### config.mk
export PLATFORM = sky130hd
export DESIGN_NAME = wb_port_arbiter_flat
export DESIGN_NICKNAME = d
export VERILOG_FILES = /design/src/rtl/wb_arb_pkg.sv /design/src/rtl/wb_arb_if.sv /design/src/rtl/wb_ret_fifo.sv /design/src/rtl/wb_port_arbiter.sv /design/src/flat_wrapper.sv
export SDC_FILE = /design/constraint.sdc
export NUM_CORES = 1
export LEC_CHECK = 0
export CAP_MARGIN = 0
export CORE_MARGIN = 8
export CORE_UTILIZATION = 40
export DETAILED_ROUTE_END_ITERATION = 8
export SLEW_MARGIN = 20
export SYNTH_ARGS = -nofsm -noshare
export SYNTH_HDL_FRONTEND = slang
export SYNTH_SLANG_ARGS = --single-unit
### constraint.sdc
create_clock -name clk -period 3.7 [get_ports clk]
set_input_delay 0.74 -clock clk [delete_from_list [all_inputs] [get_ports clk]]
set_output_delay 0.74 -clock clk [all_outputs]
set_load 0.05 [all_outputs]
### src/rtl/wb_arb_pkg.sv
// Shared types and constants for the register-file write-port arbiter.
package wb_arb_pkg;

  localparam int XLEN = 32;
  localparam logic [4:0] REG_X0 = 5'd0;

  typedef struct packed {
    logic [4:0]      rd;
    logic [XLEN-1:0] data;
  } wb_req_t;

  typedef enum logic [1:0] {GNT_NONE, GNT_PIPE, GNT_MC} wb_gnt_e;

endpackage

### src/rtl/wb_arb_if.sv
// Bus bundle between the WB stage / MC unit (master) and the write-port arbiter (slave).
interface wb_arb_if #(
  parameter int DEPTH = 4
);
  import wb_arb_pkg::*;

  localparam int CW = $clog2(DEPTH + 1);

  logic            pipe_valid;
  logic [4:0]      pipe_reg;
  logic [XLEN-1:0] pipe_data;
  logic            pipe_stall;
  logic            mc_valid;
  logic            mc_ready;
  logic [4:0]      mc_reg;
  logic [XLEN-1:0] mc_data;
  logic            rf_we;
  logic [4:0]      rf_waddr;
  logic [XLEN-1:0] rf_wdata;
  logic [CW-1:0]   q_count;

  modport master (
    output pipe_valid, pipe_reg, pipe_data, mc_valid, mc_reg, mc_data,
    input  pipe_stall, mc_ready, rf_we, rf_waddr, rf_wdata, q_count
  );

  modport slave (
    input  pipe_valid, pipe_reg, pipe_data, mc_valid, mc_reg, mc_data,
    output pipe_stall, mc_ready, rf_we, rf_waddr, rf_wdata, q_count
  );

endinterface

### src/rtl/wb_ret_fifo.sv
// Return queue for multi-cycle results; exposes per-entry rd/valid for the hazard compare.
module wb_ret_fifo
  import wb_arb_pkg::*;
#(
  parameter int DEPTH = 4,
  localparam int CW = $clog2(DEPTH + 1)
) (
  input  logic                  clk,
  input  logic                  rst_n,
  input  logic                  push,
  input  wb_req_t               push_req,
  input  logic                  pop,
  output wb_req_t               head,
  output logic [CW-1:0]         count,
  output logic [DEPTH-1:0]      entry_valid,
  output logic [DEPTH-1:0][4:0] entry_rd
);

  localparam int PW = $clog2(DEPTH);

  wb_req_t       mem [DEPTH];
  logic [PW-1:0] wr_ptr;
  logic [PW-1:0] rd_ptr;

  // NOTE: payload storage is deliberately not reset; entry_valid alone qualifies it.
  always_ff @(posedge clk) begin
    if (push) mem[wr_ptr] <= push_req;
  end

  // Push and pop never target the same slot: that needs empty (no pop) or full (no push).
  always_ff @(posedge clk or negedge rst_n) begin
    if (!rst_n) begin
      wr_ptr      <= '0;
      rd_ptr      <= '0;
      count       <= '0;
      entry_valid <= '0;
    end else begin
      if (push) begin
        wr_ptr              <= wr_ptr + PW'(1);
        entry_valid[wr_ptr] <= 1'b1;
      end
      if (pop) begin
        rd_ptr              <= rd_ptr + PW'(1);
        entry_valid[rd_ptr] <= 1'b0;
      end
      case ({push, pop})
        2'b10:   count <= count + CW'(1);
        2'b01:   count <= count - CW'(1);
        default: count <= count;
      endcase
    end
  end

  always_comb begin
    for (int i = 0; i < DEPTH; i++) entry_rd[i] = mem[i].rd;
  end

  assign head = mem[rd_ptr];

endmodule

### src/rtl/wb_port_arbiter.sv
// Register-file write-port arbiter: WB stage vs. queued MC returns, RAW-ordering stall.
// Optional starvation guard enabled by defining WB_ARB_STARVE_GUARD_EN.
module wb_port_arbiter
  import wb_arb_pkg::*;
#(
  parameter int DEPTH = 4
`ifdef WB_ARB_STARVE_GUARD_EN
  , parameter int STARVE_LIMIT = 8
`endif
) (
  input logic    clk,
  input logic    rst_n,
  wb_arb_if.slave bus
);

  localparam int CW = $clog2(DEPTH + 1);

  wb_req_t               head;
  wb_req_t               sel_req;
  logic [CW-1:0]         count;
  logic [DEPTH-1:0]      entry_valid;
  logic [DEPTH-1:0][4:0] entry_rd;
  logic [DEPTH-1:0]      match;
  logic                  push;
  logic                  pop;
  logic                  q_nonempty;
  logic                  hazard;
  logic                  force_drain;
  wb_gnt_e               gnt;

  wb_ret_fifo #(.DEPTH(DEPTH)) u_fifo (
    .clk         (clk),
    .rst_n       (rst_n),
    .push        (push),
    .push_req    ('{rd: bus.mc_reg, data: bus.mc_data}),
    .pop         (pop),
    .head        (head),
    .count       (count),
    .entry_valid (entry_valid),
    .entry_rd    (entry_rd)
  );

  assign q_nonempty   = (count != '0);
  assign bus.mc_ready = (count < CW'(DEPTH));
  assign bus.q_count  = count;
  assign push         = bus.mc_valid & bus.mc_ready;

  // Only entries resident at cycle start are compared; this cycle's push is excluded.
  always_comb begin
    match = '0;
    for (int i = 0; i < DEPTH; i++)
      match[i] = entry_valid[i] & (entry_rd[i] == bus.pipe_reg);
  end

  assign hazard = bus.pipe_valid & (bus.pipe_reg != REG_X0) & (|match);

`ifdef WB_ARB_STARVE_GUARD_EN
  localparam int SW = $clog2(STARVE_LIMIT + 1);
  logic [SW-1:0] starve_cnt;

  // Counter never passes the limit: reaching it forces an MC grant, which clears it.
  assign force_drain = (starve_cnt == SW'(STARVE_LIMIT));

  always_ff @(posedge clk or negedge rst_n) begin
    if (!rst_n)                            starve_cnt <= '0;
    else if (gnt == GNT_MC || !q_nonempty) starve_cnt <= '0;
    else if (gnt == GNT_PIPE)              starve_cnt <= starve_cnt + SW'(1);
  end
`else
  assign force_drain = 1'b0;
`endif

  assign bus.pipe_stall = hazard | force_drain;

  always_comb begin
    gnt = GNT_NONE;
    if (force_drain && q_nonempty)             gnt = GNT_MC;
    else if (bus.pipe_valid && !bus.pipe_stall) gnt = GNT_PIPE;
    else if (q_nonempty)                       gnt = GNT_MC;
  end

  assign pop = (gnt == GNT_MC);

  always_comb begin
    sel_req = head;
    if (gnt == GNT_PIPE) sel_req = '{rd: bus.pipe_reg, data: bus.pipe_data};
  end

  // An x0 grant still updates address/data and consumes the request; only the enable drops.
  always_ff @(posedge clk or negedge rst_n) begin
    if (!rst_n) begin
      bus.rf_we    <= 1'b0;
      bus.rf_waddr <= '0;
      bus.rf_wdata <= '0;
    end else begin
      bus.rf_we <= (gnt != GNT_NONE) && (sel_req.rd != REG_X0);
      if (gnt != GNT_NONE) begin
        bus.rf_waddr <= sel_req.rd;
        bus.rf_wdata <= sel_req.data;
      end
    end
  end

endmodule

### src/flat_wrapper.sv
// flat-port wrapper written by rule: the top's interface ports become plain ports
module wb_port_arbiter_flat import wb_arb_pkg::*;
#(
  parameter int DEPTH = 4

)
  (clk, rst_n, bus_pipe_valid, bus_pipe_reg, bus_pipe_data, bus_mc_valid, bus_mc_reg, bus_mc_data, bus_pipe_stall, bus_mc_ready, bus_rf_we, bus_rf_waddr, bus_rf_wdata, bus_q_count);
  wb_arb_if #(.DEPTH(DEPTH)) bus_i ();
  input logic clk;
  input logic rst_n;
  input wire logic [$bits(bus_i.pipe_valid)-1:0] bus_pipe_valid;
  input wire logic [$bits(bus_i.pipe_reg)-1:0] bus_pipe_reg;
  input wire logic [$bits(bus_i.pipe_data)-1:0] bus_pipe_data;
  input wire logic [$bits(bus_i.mc_valid)-1:0] bus_mc_valid;
  input wire logic [$bits(bus_i.mc_reg)-1:0] bus_mc_reg;
  input wire logic [$bits(bus_i.mc_data)-1:0] bus_mc_data;
  output wire logic [$bits(bus_i.pipe_stall)-1:0] bus_pipe_stall;
  output wire logic [$bits(bus_i.mc_ready)-1:0] bus_mc_ready;
  output wire logic [$bits(bus_i.rf_we)-1:0] bus_rf_we;
  output wire logic [$bits(bus_i.rf_waddr)-1:0] bus_rf_waddr;
  output wire logic [$bits(bus_i.rf_wdata)-1:0] bus_rf_wdata;
  output wire logic [$bits(bus_i.q_count)-1:0] bus_q_count;
  assign bus_i.pipe_valid = bus_pipe_valid;
  assign bus_i.pipe_reg = bus_pipe_reg;
  assign bus_i.pipe_data = bus_pipe_data;
  assign bus_i.mc_valid = bus_mc_valid;
  assign bus_i.mc_reg = bus_mc_reg;
  assign bus_i.mc_data = bus_mc_data;
  assign bus_pipe_stall = bus_i.pipe_stall;
  assign bus_mc_ready = bus_i.mc_ready;
  assign bus_rf_we = bus_i.rf_we;
  assign bus_rf_waddr = bus_i.rf_waddr;
  assign bus_rf_wdata = bus_i.rf_wdata;
  assign bus_q_count = bus_i.q_count;
  wb_port_arbiter #(.DEPTH(DEPTH)) u_core (.clk(clk), .rst_n(rst_n), .bus(bus_i));
endmodule
==> results of run 1 <==
-- registers in the layout (all words and copies together), names as in the netlist --
| register | count |
|---|---|
| u_core.u_fifo.entry_valid | 4 |
| u_core.u_fifo.rd_ptr | 2 |
| u_core.bus.rf_wdata | 32 |
| u_core.u_fifo.wr_ptr | 2 |
| u_core.bus.rf_we | 1 |
| u_core.bus.rf_waddr | 5 |
| u_core.u_fifo.count | 3 |
| u_core.u_fifo.mem | 148 |
-- per-layer routing --
| metal | vias to the layer above | wire length, um |
|---|---|---|
| met1 | 2332 | 7700 |
| met4 | 0 | 240 |
| met2 | 108 | 9340 |
| li1 | 2097 | - |
| met3 | 22 | 800 |
| met5 | - | 0 |
-- cell type report --
class                      instances  area [sq um]  area share, %
clock buffer                      19           433           4.18
clock inverter                    13           204           1.97
inverter                           9          33.8          0.326
multi-input combinational        267          2310           22.3
sequential                       197          5670           54.7
tap                              270           338           3.26
timing repair buffer             138          1370           13.2
-- final timing paths --
| check | startpoint | end | slack, ps | cells after the start |
|---|---|---|---|---|
| min in group clk | u_core.u_fifo.count[0] | u_core.u_fifo.count[0] | 550 | 1 |
| max in group asynchronous | rst_n | u_core.bus.rf_wdata[28] | 2770 | 2 |
| setup / recovery | bus_pipe_reg[3] | bus_pipe_stall | 120 | 8 |
| hold / removal | rst_n | u_core.bus.rf_waddr[3] | 310 | 1 |
| hold reg to reg | u_core.u_fifo.count[0] | u_core.u_fifo.count[0] | 550 | 1 |
| setup reg to reg | u_core.u_fifo.mem[3][36] | u_core.u_fifo.count[2] | 1010 | 12 |
-- per-stage QoR --
step | TNS [ps] | hold slack, ps
finish | 0 | 311
global route | 0 | 341
CTS | 0 | 502
detailed placement | -27.6 | 546
global placement | 0 | 527
floorplan | 0 | 444
-- layout by cell type, fill, tap and decap left out, types with 4 or more instances in the layout --
cell,instances
inv_1,9
ha_1,9
bufinv_16,5
xnor2_1,7
edfxtp_1,148
clkbuf_16,17
nand2_1,114
a31oi_1,4
a21oi_1,4
clkdlybuf4s50_1,117
nor4_1,4
nor2_1,7
mux4_2,37
xor2_1,17
nand3_1,4
mux2_1,35
dfrtp_1,47
and2_2,4
buf_4,17
-- where the power goes --
| group | total (uW) | internal, uW | switching, uW |
|---|---|---|---|
| Clock | 1980 | 1200 | 781 |
| Combinational | 3200 | 1310 | 1890 |
| Sequential | 3200 | 2890 | 310 |
| Total | 8380 | 5400 | 2980 |
-- cell families (layout without fill, tap and decap cells) --
kind of cell	count (synthesis)	in the layout
xor+xnor	24	24
compound gates	13	13
fa+ha+maj	10	10
flops	197	197
mux	75	75
buf+inv	37	179
simple gates	145	145
==> flow_metrics.py, run 1 <==
metrics = {
    "setup_path": {
        "path_cells": "clkdlybuf4s50_1 -> xor2_1 -> nor4_1 -> nand3_1 -> and4_1 -> nor3b_1 -> buf_4 -> buf_12",
        "cp-start-kind": "input pin",
        "cp_max_fo": 6,
        "critical_path.top_delay_family": "simple AND/OR/NAND/NOR gates",
        "cpPeakStageDelay_ps": 580,
        "required_ps": 2960,
        "worst-path-buf-inv": 3,
        "worstPathArrival_ps": 2840,
        "end_kind": "output port",
        "crit_type": "input pin to output port",
        "cp_slowest_cell": "clkdlybuf4s50_1",
    },
    "sta": {
        "setup_viol": 0,
        "slew_violations": 0,
        "finClkSkew_ps": 12.6,
        "worst_pin_slew_ps": 741,
        "final_hold_viol_count": 0,
        "period_minus_slack_ps": 3580,
        "period_share_pct": 96.8,
        "fin_ws_ps": 119,
        "slew-limit-headroom_pct": 50.6,
        "max_freq_mhz": 279,
        "rsz0062_at_grt": "false",
    },
    "route": {
        "ant_nets": 0,
        "wl_mm": 18.1,
        "dr.pass1.iters": 4,
        "viasPerCell": 4.99,
        "dr_total_vias": 4559,
        "wire_per_inst_um": 19.8,
        "drc": 0,
        "drt_iter0_drc": 289,
    },
    "cts": {
        "h-tree-depth": 4,
        "cts_root_buf": "clkbuf_16",
        "numCtsBuffers": 17,
        "cts_setup_buffers": 0,
        "tritoncts": "yes",
        "cts.clk_slew.worst_paths_ps": 70,
        "cts_hold_buffers": 0,
        "cts.sinks": 197,
        "clk_latency_ps": 430,
        "cts_resized": 0,
        "clockBufferDepth": 2,
    },
    "pwr": {
        "leakagePower_uw": 0.00381,
        "totalPowerFinal_uw": 8380,
        "ir_drop_mv": 0.528,
        "p_per_area_nw_per_um2": 808,
    },
    "logic_synthesis": {
        "synth_enable_flop_cells": 148,
        "synth_top_family_by_area": "multiplexers",
        "yosys_warnings": 0,
        "async_reset_ff_share_pct": 24.9,
        "synth_top_area_share_pct": 54.6,
        "synth-seq-cells": 197,
        "seq_area_frac_synth_pct": 69.6,
        "synth.most_common_cell": "edfxtp_1",
        "synthDistinctLibCells": 35,
        "synth_common_cells": "edfxtp_1 (148), nand2_1 (114), dfrtp_1 (49)",
        "syn_nets": 589,
        "ys.flop_type": "edfxtp_1",
        "synth_compound_area_share_pct": 1.17,
        "ys_top_cells_by_area": "edfxtp_1 (55%), dfrtp_1 (15%), mux4_2 (10%)",
        "synthMuxAreaShare_pct": 15.5,
        "synth.largest_area_cell": "edfxtp_1",
        "avgSynthCellArea_sq_um": 16.3,
        "synth-simple-area-share_pct": 7.36,
        "synth_adder_area_share_pct": 1.63,
        "synth-xor-area-share_pct": 2.58,
        "syn_area_sq_um": 8150,
        "synth_cells": 501,
    },
    "floorplan": {
        "die-width_um": 159,
        "core-area_sq_um": 20100,
        "io_pins": 121,
        "die-area_sq_um": 25200,
        "initial_core_util_pct": 40.5,
        "die_height_um": 159,
        "rows": 52,
    },
    "placed_design": {
        "dp_hpwl_mm": 12.0,
        "buffer_ports.inserted": 120,
        "gp_congestion": 0.783,
        "place_inst": 881,
        "place_ws_ps": -27.6,
        "dpl_cell_area_sq_um": 9720,
    },
    "final_layout": {
        "fin_nets": 718,
        "final_area_sq_um": 10400,
        "drive_gt1_share_pct": 15.2,
        "fin_cells": 913,
        "fin_util_pct": 51.6,
        "diodes": 0,
        "fillerInstances": 1649,
        "synthToLayoutAreaGrowth_pct": 27.2,
    },
    "run": {
        "max-cap-violations": 0,
    },
    "global_routing": {
        "grt_util_met2_pct": 25.3,
        "grt.total_usage_pct": 14.8,
        "grt-busiest-layer": "met2",
        "grt_pass1_vias": 5109,
        "grt-ovfl-total": 0,
        "grt_pass1_wl_mm": 28.9,
        "use_met3_pct": 3.67,
        "grt_max_degree": 44,
        "antenna_found_initial": 0,
        "use_met1_pct": 18.1,
    },
    "outcome": {
        "status": "finished, final reports clean",
    },
    "worst_hold_path": {
        "hold_path_class": "input pin to asynchronous set/reset pin",
    },
}
No activity file was read; power rests on OpenSTA's default activity.
==> run 2, diff against run 1 <==
Settings changed: CAP_MARGIN 0 to 20, CELL_PAD_IN_SITES_DETAIL_PLACEMENT set to 1, CELL_PAD_IN_SITES_GLOBAL_PLACEMENT set to 1, HOLD_SLACK_MARGIN set to 0.15, PLACE_DENSITY_LB_ADDON set to 0.1.
==> flow_metrics.py, run 2 (synthesis results as in run 1) <==
metrics = {
    "setup_path": {
        "required_ps": 2960,
        "crit_type": "input pin to output port",
        "cpPeakStageDelay_ps": 580,
        "end_kind": "output port",
        "cp_slowest_cell": "clkdlybuf4s50_1",
        "cp-start-kind": "input pin",
        "cpMostUsedCell": "buf_4",
        "cp_max_fo": 6,
        "worstPathArrival_ps": 2860,
        "worst-path-buf-inv": 4,
        "critical_path.top_delay_family": "buffers and inverters",
        "path_cells": "clkdlybuf4s50_1 -> xor2_1 -> nor4_1 -> nand3_1 -> and4_1 -> buf_4 -> nor3b_1 -> buf_4 -> buf_12",
    },
    "route": {
        "ant_nets": 0,
        "wl_mm": 19.3,
        "dr_total_vias": 4612,
        "viasPerCell": 5.07,
        "dr.pass1.iters": 4,
        "drt_iter0_drc": 218,
        "wire_per_inst_um": 21.2,
        "drc": 0,
    },
    "cts": {
        "cts_root_buf": "clkbuf_16",
        "tritoncts": "yes",
        "h-tree-depth": 4,
        "cts.sinks": 197,
        "numCtsBuffers": 17,
        "cts_setup_buffers": 0,
        "cts_hold_buffers": 0,
        "clk_latency_ps": 430,
        "clockBufferDepth": 2,
        "cts.clk_slew.worst_paths_ps": 70,
    },
    "placed_design": {
        "dpl_cell_area_sq_um": 9720,
        "buffer_ports.inserted": 120,
        "dp_hpwl_mm": 12.7,
        "gp_congestion": 0.728,
    },
    "final_layout": {
        "mostFrequentLayoutCell": "edfxtp_1",
        "largest_reg_flops": 148,
        "ff_latch_area_sq_um": 5680,
        "fillerInstances": 1908,
        "top_regs": "u_core.u_fifo.mem (148), u_core.bus.rf_wdata (32), u_core.bus.rf_waddr (5)",
        "diodes": 0,
        "regMostFlops": "u_core.u_fifo.mem",
        "multi_input_area_sq_um": 2320,
        "layout_common_cells": "edfxtp_1 (148), clkdlybuf4s50_1 (116), nand2_1 (114)",
        "drive_gt1_share_pct": 15.0,
        "synthToLayoutAreaGrowth_pct": 26.7,
        "final_area_sq_um": 10300,
        "fin_nets": 714,
    },
    "sta": {
        "max_freq_mhz": 278,
        "setup-tns-final_ps": 0,
        "slew-limit-headroom_pct": 52.3,
        "setup_viol": 0,
        "whs_ps": 302,
        "period_share_pct": 97.4,
        "slew_violations": 0,
        "period_minus_slack_ps": 3600,
        "finClkSkew_ps": 10.9,
        "worst_pin_slew_ps": 715,
        "final_hold_viol_count": 0,
    },
    "global_routing": {
        "grt_pass1_vias": 5185,
        "antenna_found_initial": 1,
        "grt_pass1_wl_mm": 30.4,
        "grt-ovfl-total": 0,
        "grt.total_usage_pct": 15.7,
        "grt_max_degree": 44,
    },
    "floorplan": {
        "core-area_sq_um": 20100,
        "die_height_um": 159,
        "die-width_um": 159,
        "initial_core_util_pct": 40.5,
        "die-area_sq_um": 25200,
        "rows": 52,
        "io_pins": 121,
    },
    "outcome": {
        "status": "finished, final reports clean",
    },
    "run": {
        "max-cap-violations": 0,
    },
    "pwr": {
        "totalPowerFinal_uw": 8270,
        "leakagePower_uw": 0.00377,
        "ir_drop_mv": 0.411,
        "p_per_area_nw_per_um2": 801,
    },
    "worst_hold_path": {
        "hold_path_class": "input pin to asynchronous set/reset pin",
    },
}
-- run 2: final cells by class --
cell class | instances | share of cell area [%]
inverter | 9 | 0.327
clock buffer | 22 | 4.50
tap | 270 | 3.27
timing repair buffer | 134 | 13.3
clock inverter | 10 | 1.16
sequential | 197 | 55.0
multi-input combinational | 267 | 22.5
-- run 2: report_power, final --
part	switching (uW)	leakage [uW]	internal, uW	total [uW]
logic	1860	0.00157	1300	3170
clock network	801	0.000282	1040	1840
registers	375	0.00192	2890	3270
-- run 2: repair_timing --
item	in CTS	in global routing
resized for setup	0	4
setup endpoints to repair	0	1
endpoints found under the hold margin	0	0
-- run 2: metal layers --
layer	global-route usage (%)	vias up	routed length (um)
li1	-	2085	-
met1	18.6	2422	8060
met2	28.0	84	10300
met3	3.70	19	757
met4	4.42	2	196
met5	0	-	13
-- run 2: final timing paths --
path,start,to,slack (ps),depth (start not counted)
min,rst_n,u_core.bus.rf_wdata[5],300,1
min in group clk,u_core.u_fifo.count[0],u_core.u_fifo.count[0],550,1
max,bus_pipe_reg[1],bus_pipe_stall,100,9
max in group asynchronous,rst_n,u_core.bus.rf_wdata[13],2770,2
max reg2reg,u_core.u_fifo.mem[3][36],u_core.u_fifo.count[2],1100,12
min reg2reg,u_core.u_fifo.count[0],u_core.u_fifo.count[0],550,1
-- run 2: per-stage QoR --
step,utilization [%],worst slack (ps),cells
final,51.4,97.9,909
after global routing,51.4,-12.2,909
after CTS,51.3,20.0,909
after detailed placement,48.4,38.2,877
after global placement,48.4,156,877
after floorplan,-,77.8,501
==> run 3, diff against run 2 <==
Settings changed: CAP_MARGIN 20 to not set.
==> results of run 3 <==
Final layout, timing and power as in run 2 (identical DEF).
